### src/rtl/arith_dp_pkg.sv
// -----------------------------------------------------------------------------
// arith_dp_pkg
// Shared definitions for the pipelined arithmetic datapath:
//   - opcode encodings ({sel_zero, invert, carry_in})
//   - opcode bit positions
//   - sat_limit(): signed saturation limits for an n-bit result (n <= 64)
// -----------------------------------------------------------------------------
package arith_dp_pkg;

  // Opcode encodings. 3'b111 behaves like OP_PASS (A + ~0 + 1 == A).
  localparam logic [2:0] OP_ADD  = 3'b000;  // A + B
  localparam logic [2:0] OP_ADDC = 3'b001;  // A + B + 1
  localparam logic [2:0] OP_SUBB = 3'b010;  // A - B - 1
  localparam logic [2:0] OP_SUB  = 3'b011;  // A - B
  localparam logic [2:0] OP_PASS = 3'b100;  // A
  localparam logic [2:0] OP_INC  = 3'b101;  // A + 1
  localparam logic [2:0] OP_DEC  = 3'b110;  // A - 1

  // Opcode bit positions.
  localparam int OP_SEL_ZERO = 2;
  localparam int OP_INV      = 1;
  localparam int OP_CIN      = 0;

  // Widest result the saturation helper can describe.
  localparam int SAT_MAX_W = 64;

  // Signed saturation limit for an n-bit two's-complement value, returned
  // right-aligned in a SAT_MAX_W vector: neg=1 gives 100..0, neg=0 gives 011..1.
  function automatic logic [SAT_MAX_W-1:0] sat_limit(input int unsigned n,
                                                     input logic        neg);
    logic [SAT_MAX_W-1:0] lim;
    lim        = '0;
    lim[n-1]   = 1'b1;
    if (!neg) begin
      lim = lim - {{(SAT_MAX_W-1){1'b0}}, 1'b1};
    end
    return lim;
  endfunction

endpackage

### src/rtl/arith_dp_core.sv
// -----------------------------------------------------------------------------
// arith_dp_core
// Purely combinational arithmetic, split into two independently wired phases
// so the parent can place pipeline registers between them.
//   Phase X (operand mux + adder):
//     a, b     in  N  signed operands
//     opcode   in  3  [2] B=0, [1] invert, [0] carry-in
//     s        out N  raw sum
//     co       out 1  unsigned carry-out
//     ov       out 1  signed overflow
//   Phase Y (saturation + flags):
//     y_s      in  N  raw sum from phase X (possibly registered)
//     y_ov     in  1  overflow from phase X (possibly registered)
//     y        out N  final result
//     z, n     out 1  y == 0, y[N-1]
// -----------------------------------------------------------------------------
module arith_dp_core
  import arith_dp_pkg::*;
#(
  parameter int N   = 16,
  parameter bit SAT = 1'b0
) (
  input  logic [N-1:0] a,
  input  logic [N-1:0] b,
  input  logic [2:0]   opcode,
  output logic [N-1:0] s,
  output logic         co,
  output logic         ov,
  input  logic [N-1:0] y_s,
  input  logic         y_ov,
  output logic [N-1:0] y,
  output logic         z,
  output logic         n
);

  localparam logic [N-1:0] MAX_POS = N'(sat_limit(N, 1'b0));
  localparam logic [N-1:0] MAX_NEG = N'(sat_limit(N, 1'b1));

  // ---------------- Phase X ----------------
  logic [N-1:0] m1;
  logic [N-1:0] m2;
  logic [N:0]   sum;

  // NOTE: every always_comb output is assigned unconditionally before any
  // branch, so no path leaves a variable holding its old value (no latch).
  always_comb begin
    m1  = opcode[OP_SEL_ZERO] ? '0 : b;
    m2  = opcode[OP_INV] ? ~m1 : m1;
    sum = {1'b0, a} + {1'b0, m2} + {{N{1'b0}}, opcode[OP_CIN]};
  end

  assign s  = sum[N-1:0];
  assign co = sum[N];
  assign ov = (a[N-1] == m2[N-1]) && (sum[N-1] != a[N-1]);

  // ---------------- Phase Y ----------------
  // On overflow the raw sum's sign is the opposite of A's sign, so the
  // saturation direction is recovered from y_s alone and A need not be
  // carried through the phase-X register.
  always_comb begin
    y = y_s;
    if (SAT && y_ov) begin
      y = y_s[N-1] ? MAX_POS : MAX_NEG;
    end
  end

  assign z = (y == '0);
  assign n = y[N-1];

endmodule

### src/rtl/arith_datapath_pipe.sv
// -----------------------------------------------------------------------------
// arith_datapath_pipe
// Parametrised arithmetic datapath (operand-B mux, optional inversion,
// carry-in adder) with 0..3 register stages, valid/ready handshake with a
// whole-pipeline stall, signed overflow detection, optional saturation,
// zero/negative flags and a saturating overflow event counter.
//
// Parameters: N (width, >=2, <=64), PIPE (0..3), SAT (1 = saturate), CNT_W.
// Ports:
//   clk, rst_n            clock, synchronous active-low reset
//   in_valid / in_ready   operand beat handshake
//   A, B, opcode          operands and {sel_zero, invert, carry_in}
//   out_valid / out_ready result handshake
//   Y, co, ov, z, n       result, carry-out, overflow (pre-sat), flags
//   ov_cnt                delivered results with ov=1, holds at all-ones
//
// Stage placement: PIPE=3 input reg | X | reg | Y | reg
//                  PIPE=2           X | reg | Y | reg
//                  PIPE=1           X       Y | reg
//                  PIPE=0           X       Y          (combinational)
// -----------------------------------------------------------------------------
module arith_datapath_pipe
  import arith_dp_pkg::*;
#(
  parameter int N     = 16,
  parameter int PIPE  = 2,
  parameter bit SAT   = 1'b0,
  parameter int CNT_W = 16
) (
  input  logic             clk,
  input  logic             rst_n,
  input  logic             in_valid,
  output logic             in_ready,
  input  logic [N-1:0]     A,
  input  logic [N-1:0]     B,
  input  logic [2:0]       opcode,
  output logic             out_valid,
  input  logic             out_ready,
  output logic [N-1:0]     Y,
  output logic             co,
  output logic             ov,
  output logic             z,
  output logic             n,
  output logic [CNT_W-1:0] ov_cnt
);

  // A stall freezes every stage at once, so nothing can be overwritten or
  // dropped while the head result waits for the consumer.
  logic stall;
  assign stall = out_valid && !out_ready;

  // Phase X inputs / outputs.
  logic [N-1:0] x_a;
  logic [N-1:0] x_b;
  logic [2:0]   x_op;
  logic         x_v;
  logic [N-1:0] x_s;
  logic         x_co;
  logic         x_ov;

  // Phase Y inputs / outputs.
  logic [N-1:0] y_s;
  logic         y_co;
  logic         y_ov;
  logic         y_v;
  logic [N-1:0] f_y;
  logic         f_z;
  logic         f_n;

  arith_dp_core #(
    .N   (N),
    .SAT (SAT)
  ) u_core (
    .a      (x_a),
    .b      (x_b),
    .opcode (x_op),
    .s      (x_s),
    .co     (x_co),
    .ov     (x_ov),
    .y_s    (y_s),
    .y_ov   (y_ov),
    .y      (f_y),
    .z      (f_z),
    .n      (f_n)
  );

  // ---------------- Optional input register ----------------
  if (PIPE == 3) begin : g_in_reg
    logic [N-1:0] a_q;
    logic [N-1:0] b_q;
    logic [2:0]   op_q;
    logic         v_q;

    // NOTE: state is updated with non-blocking assignments so every register
    // samples the pre-edge values of its neighbours.
    always_ff @(posedge clk) begin
      if (!rst_n) begin
        v_q <= 1'b0;
      end else if (!stall) begin
        v_q <= in_valid;
      end
    end

    // NOTE: payload registers have no reset; the stage valid bit already marks
    // them as meaningless after reset.
    always_ff @(posedge clk) begin
      if (!stall) begin
        a_q  <= A;
        b_q  <= B;
        op_q <= opcode;
      end
    end

    assign x_a  = a_q;
    assign x_b  = b_q;
    assign x_op = op_q;
    assign x_v  = v_q;
  end else begin : g_in_pass
    assign x_a  = A;
    assign x_b  = B;
    assign x_op = opcode;
    assign x_v  = in_valid;
  end

  // ---------------- Optional register after phase X ----------------
  if (PIPE >= 2) begin : g_x_reg
    logic [N-1:0] s_q;
    logic         co_q;
    logic         ov_q;
    logic         v_q;

    always_ff @(posedge clk) begin
      if (!rst_n) begin
        v_q <= 1'b0;
      end else if (!stall) begin
        v_q <= x_v;
      end
    end

    always_ff @(posedge clk) begin
      if (!stall) begin
        s_q  <= x_s;
        co_q <= x_co;
        ov_q <= x_ov;
      end
    end

    assign y_s  = s_q;
    assign y_co = co_q;
    assign y_ov = ov_q;
    assign y_v  = v_q;
  end else begin : g_x_pass
    assign y_s  = x_s;
    assign y_co = x_co;
    assign y_ov = x_ov;
    assign y_v  = x_v;
  end

  // ---------------- Output register after phase Y ----------------
  if (PIPE >= 1) begin : g_y_reg
    logic [N-1:0] y_q;
    logic         co_q;
    logic         ov_q;
    logic         z_q;
    logic         n_q;
    logic         v_q;

    // Visible outputs are cleared on reset so the consumer never sees stale
    // results from discarded beats.
    always_ff @(posedge clk) begin
      if (!rst_n) begin
        v_q  <= 1'b0;
        y_q  <= '0;
        co_q <= 1'b0;
        ov_q <= 1'b0;
        z_q  <= 1'b0;
        n_q  <= 1'b0;
      end else if (!stall) begin
        v_q  <= y_v;
        y_q  <= f_y;
        co_q <= y_co;
        ov_q <= y_ov;
        z_q  <= f_z;
        n_q  <= f_n;
      end
    end

    assign out_valid = v_q;
    assign Y         = y_q;
    assign co        = co_q;
    assign ov        = ov_q;
    assign z         = z_q;
    assign n         = n_q;
    assign in_ready  = !stall;
  end else begin : g_y_pass
    assign out_valid = y_v;
    assign Y         = f_y;
    assign co        = y_co;
    assign ov        = y_ov;
    assign z         = f_z;
    assign n         = f_n;
    assign in_ready  = out_ready;
  end

  // ---------------- Overflow event counter ----------------
  // Counts only on a delivery handshake, so a result held by backpressure is
  // counted once, in the cycle it is finally taken.
  logic [CNT_W-1:0] cnt_q;

  always_ff @(posedge clk) begin
    if (!rst_n) begin
      cnt_q <= '0;
    end else if (out_valid && out_ready && ov && (cnt_q != '1)) begin
      cnt_q <= cnt_q + CNT_W'(1);
    end
  end

  assign ov_cnt = cnt_q;

endmodule
### config.mk
export PLATFORM = sky130hd
export DESIGN_NAME = arith_datapath_pipe
export DESIGN_NICKNAME = d
export VERILOG_FILES = /design/src/rtl/arith_dp_pkg.sv /design/src/rtl/arith_dp_core.sv /design/src/rtl/arith_datapath_pipe.sv
export SDC_FILE = /design/constraint.sdc
export NUM_CORES = 1
export LEC_CHECK = 0
export ABC_AREA = 0
export BUFFER_PORTS_ARGS = -buffer_cell sky130_fd_sc_hd__buf_2
export CAP_MARGIN = 20
export CORE_MARGIN = 5
export CORE_UTILIZATION = 57
export CTS_CLUSTER_DIAMETER = 200
export DETAILED_ROUTE_END_ITERATION = 10
export GPL_TIMING_DRIVEN = 0
export PLACE_DENSITY_LB_ADDON = 0.08
export SLEW_MARGIN = 20
export SYNTH_ARGS = -nofsm -noshare
export SYNTH_HDL_FRONTEND = slang
export SYNTH_SLANG_ARGS = --single-unit
### constraint.sdc
create_clock -name clk -period 8.9 [get_ports clk]
set_input_delay 0.89 -clock clk [delete_from_list [all_inputs] [get_ports clk]]
set_output_delay 0.89 -clock clk [all_outputs]
set_load 0.02 [all_outputs]
Word level (Yosys, flattened, before mapping)
Cells that the tools add are included.
W data, S select, Z words.
- order comparisons: 0
- muxes and demuxes: 2
- add/subtract/negate cells: 3
- reduce and logical (&&, ||, !) cells: 8
- multipliers: 0
- equal/unequal tests: 3
- shift-type cells: 0
- div/mod/pow operators: 0
- bitwise gates (word level): 1
- operator list (kind ; number):
    $mux W16 ; 2
    $add A16 B16 Y17 ; 1
    $add A17 B1 Y17 ; 1
    $add A16 B1 Y16 const B ; 1
    $logic_not A16 Y1 ; 1
    $ne A16 B16 Y1 const B ; 1
    $not A16 Y16 ; 1
    $logic_and A1 B1 Y1 ; 5
    $logic_not A1 Y1 ; 2
    $eq A1 B1 Y1 ; 1
    $ne A1 B1 Y1 ; 1
- input port bits: 39
- bits in latches: 0
- bits in writable memories: 0
- logic and storage cells: 28
- memories: 0
- register bits after elaboration: 56
- bits in read-only memories: 0
- output and inout bits: 38

Logic depth before layout (Yosys ltp)
- depth after elaboration: 7
- mapped depth: 10
- mapped depth without buffers: 10

Cells and area by module
From an unflattened synthesis, not the netlist that was laid out.
- cells, all modules: 398
- area, all modules: 3483.3 sq um
- by module, submodules not included (module ; area an instance (sq um) ; times used ; cells each):
    arith_datapath_pipe ; 2119.5 ; 1 ; 213
    arith_dp_core ; 1363.8 ; 1 ; 185

Worst setup path after synthesis
Ideal clock, no wire load.
- path type: in2reg
- start point: in opcode[1]
- end point: reg g_x_reg.ov_q, data pin
- setup time: 0.260 ns
- data required time: 8.640 ns
- arrival: 3.406 ns
- path buffers: 2
- stages: 10
- setup slack: 5.235 ns
- cells stage by stage: clkbuf_1 > buf_1 > xnor2_1 > ha_1 > o211ai_1 > nand2_1 > a21boi_1 > a41oi_1 > a31oi_1 > mux2_2
- word-level cells in the longest chain between the ends: 5
- elaborated cells between the ends (all ways): 6
- classes of those cells: add/sub: 2; eq/ne: 2; mux: 1; reduce/logical: 1
- RTL lines (item ; line ; source):
    start, declared ; arith_datapath_pipe.sv:36 ; input logic [2:0] opcode,
    $mux W16 * ; arith_dp_core.sv:48 ; m2 = opcode[OP_INV] ? ~m1 : m1;
    $add A16 B16 Y17 ; arith_dp_core.sv:49 ; sum = {1'b0, a} + {1'b0, m2} + {{N{1'b0}}, opcode[OP_CIN]};
    $add A17 B1 Y17 ; arith_dp_core.sv:49 ;
    $ne A1 B1 Y1 ; arith_dp_core.sv:54 ; assign ov = (a[N-1] == m2[N-1]) && (sum[N-1] != a[N-1]);
    $logic_and A1 B1 Y1 * ; arith_dp_core.sv:54 ;
    net u_core.ov ; arith_dp_core.sv:28 ; output logic ov,
    end signal, assigned ; arith_datapath_pipe.sv:144 ; ov_q <= x_ov;
    end, declared ; arith_datapath_pipe.sv:129 ; logic ov_q;
The timed path passes the listed nets; every way through them passes the cells marked *.
A chain may end at the register's enable or synchronous reset.

Worst setup path in the final report
Ends and elaborated chain as after synthesis.

==> metrics.yaml <==
critical_path:
  crit_slowest_cell: "buf_1"
  crit_path_end_kind: "flop"
  cp.arrival_ns: 3.75
  path_buf_inv: 2
  worstPathCellList: "clkbuf_1, buf_1, xnor2_1, ha_1, o211ai_1, nand2_1, a21boi_1, a41oi_1, a31oi_1, mux2_2"
  crit_fanout: 10
  slowest_delay_ns: 0.54
  required_ns: 8.96
  crit_family: "compound AO/OA/AOI/OAI gates"
  worstSetupPathType: "input port to flop"
  startpoint_type: "input port"
  ff2ff_setup_slack_ns: 7.00
yosys:
  synth_area_leaders: "dfxtp_1 24%, edfxtp_1 18%, xnor2_1 8.8%, nand2_1 6.6%, ha_1 6.5%"
  yosysTopAreaCellShare_pct: 24.0
  synth_edf_count: 18
  yosysTopAreaCell: "dfxtp_1"
  ys_ff_latch: 55
  yosys_warnings: 0
  synth.avg_cell_area_sq_um: 9.27
  netlist_area_sq_mm: 0.00309
  yosysSeqAreaShare_pct: 41.5
  async_flop_share_pct: 0
  synthesis.nets: 390
  yosys.cell_types.count: 44
  synth_cells: 333
  synth_ff_type: "dfxtp_1"
detailed_routing:
  first_iter_violations: 98
  routed_wl_mm: 5.86
  drtPass1Iterations: 4
  drc_errors: 0
  vias_per_cell: 5.11
  vias: 2476
  ant_nets: 0
  wl_per_cell_microns: 12.1
sta:
  timing_worst_slew_pin_value_ns: 0.631
  final.period_utilization_pct: 41.4
  setup_violations: 0
  finalSetupTns_ns: 0
  rsz0062_at_grt: "false"
  min_period_ns: 3.68
  slew_viol_final: 0
  hold_viol_final: 0
  max_freq_ghz: 0.271
  relSlewSlack_pct: 57.9
  clock_skew_ns: 0.00589
  layout_setup_ws_ns: 5.22
power_and_ir_drop:
  powerDensity_mw_per_mm2: 171
  p_leak_nw: 1.62
  clkPwrFrac_pct: 20.5
  p_sw_share_pct: 29.9
  p_comb_share_pct: 26.8
  peakVddDrop_uv: 85.6
  power_switching_mw: 0.185
  seq_power_share_pct: 52.7
  p_int_mw: 0.435
floorplanning:
  row_count: 26
  die_x_microns: 83.6
  design.core.area_sq_mm: 0.00517
  start_util_pct: 59.7
  io_pins: 77
  die_h_microns: 83.6
  die-area_sq_mm: 0.00699
clock_network:
  postCtsSetupBuffers: 0
  cts-root-buf: "clkbuf_8"
  htree_num_levels: 2
  cts_hold_buf: 0
  numCtsBuffers: 5
  cts_tree: "yes"
  cts_resized: 0
  cts.path.max_buffers: 2
  worstSkewPairLatency_ns: 0.30
  clk_pin_slew_ns: 0.09
  clock-sinks: 55
layout:
  diodes: 0
  area_delta_synth_final_pct: 17.5
  stdcell_count: 485
  mostFrequentLayoutCells: "75 x buf_2, 54 x nand2_1, 37 x dfxtp_1"
  final_common_cell: "buf_2"
  fin_nets: 471
  fillers: 406
  drive_gt1_share_pct: 20.7
job:
  max_cap_viol_count: 0
global_route:
  overflow: 0
  grt_pass1_vias: 2391
  grt_pass1_wl_mm: 10.1
  grt_max_degree: 29
  antenna_found_initial: 0
  grtUsageTotal_pct: 17.1
outcome:
  outcome: "finished clean"
min_path:
  min_path_type: "flop to flop"
placed_design:
  gp_congestion: 0.835
  port-buffer-count: 74
  dp_hpwl_mm: 4.70
  place_inst: 477
  dpl_worst_slack_ns: 4.86
[routing by layer]
metal	track usage, %	vias to the layer above	share of wire (%)
met5	0	-	0
met1	20.1	1108	45
met4	5.26	0	1.3
met3	4.05	6	6.4
met2	30.7	61	47
li1	-	1301	-
[cell usage after synthesis, types with 3 or more instances]
cell type and number:
nand2_1 54, dfxtp_1 37, xnor2_1 31, a21boi_0 20
edfxtp_1 18, ha_1 16, and2_1 15, nand2b_1 15
a21oi_1 13, clkbuf_1 11, nor2_1 11, o21ai_0 11
xor2_1 9, inv_1 8, nand3_1 8, nor2b_1 7
and3_1 6, nand4_1 5, o21a_1 5, nor4_1 4
and4_1 3
[cell type report]
class	instances	area [sq um]	share of cell area, %
Sequential cell	55	1280	35.3
Clock buffer	8	80.1	2.21
Inverter	8	30.0	0.828
Multi-Input combinational cell	256	1720	47.4
Tap cell	70	87.6	2.41
Buffer	14	58.8	1.62
Timing Repair Buffer	74	370	10.2
[tightest hold or removal path: stages (launching register included)]
cell and delay [ns]:
dfxtp_1 0.32, nand2_1 0.05, a21boi_0 0.06
[power by group through the flow]
stage               Sequential, mW  Combinational [mW]  Clock (mW)
finish                       0.327               0.166       0.127
CTS                          0.327               0.168       0.132
global route                 0.332               0.187       0.141
floorplan                    0.346               0.104           0
global placement             0.333               0.163           0
detailed placement           0.332               0.166           0
[worst paths after layout]
check                               start  cells after the start           end
worst min register to register      Y[10]                      2         Y[10]
worst max-delay path            opcode[1]                     10  g_x_reg.ov_q
worst max register to register  ov_cnt[6]                      6    ov_cnt[13]
worst min-delay path                Y[10]                      2         Y[10]
[cell families (layout without fill, tap and decap cells)]
| group | Yosys count | in the layout | synth area share (%) |
|---|---|---|---|
| AO/OA/AOI/OAI | 62 | 62 | 13.7 |
| XOR/XNOR | 40 | 40 | 11.3 |
| adder cells (fa/ha/maj) | 18 | 18 | 7.78 |
| buffers and inverters | 22 | 104 | 2.84 |
| flip-flops | 55 | 55 | 41.5 |
| multiplexers | 1 | 1 | 0.365 |
| AND/OR/NAND/NOR | 135 | 135 | 22.5 |
[per-stage QoR]
| step | utilization, % | cell area (sq um) | total power, mW | hold slack (ns) |
|---|---|---|---|---|
| floorplan | - | 3090 | 0.450 | 0.441 |
| global placement | 68.6 | 3550 | 0.495 | 0.450 |
| detailed placement | 68.6 | 3550 | 0.499 | 0.459 |
| CTS | 70.1 | 3630 | 0.627 | 0.469 |
| global route | 70.1 | 3630 | 0.659 | 0.488 |
| finish | 70.1 | 3630 | 0.620 | 0.465 |
Power figures use the tool's default switching activity.
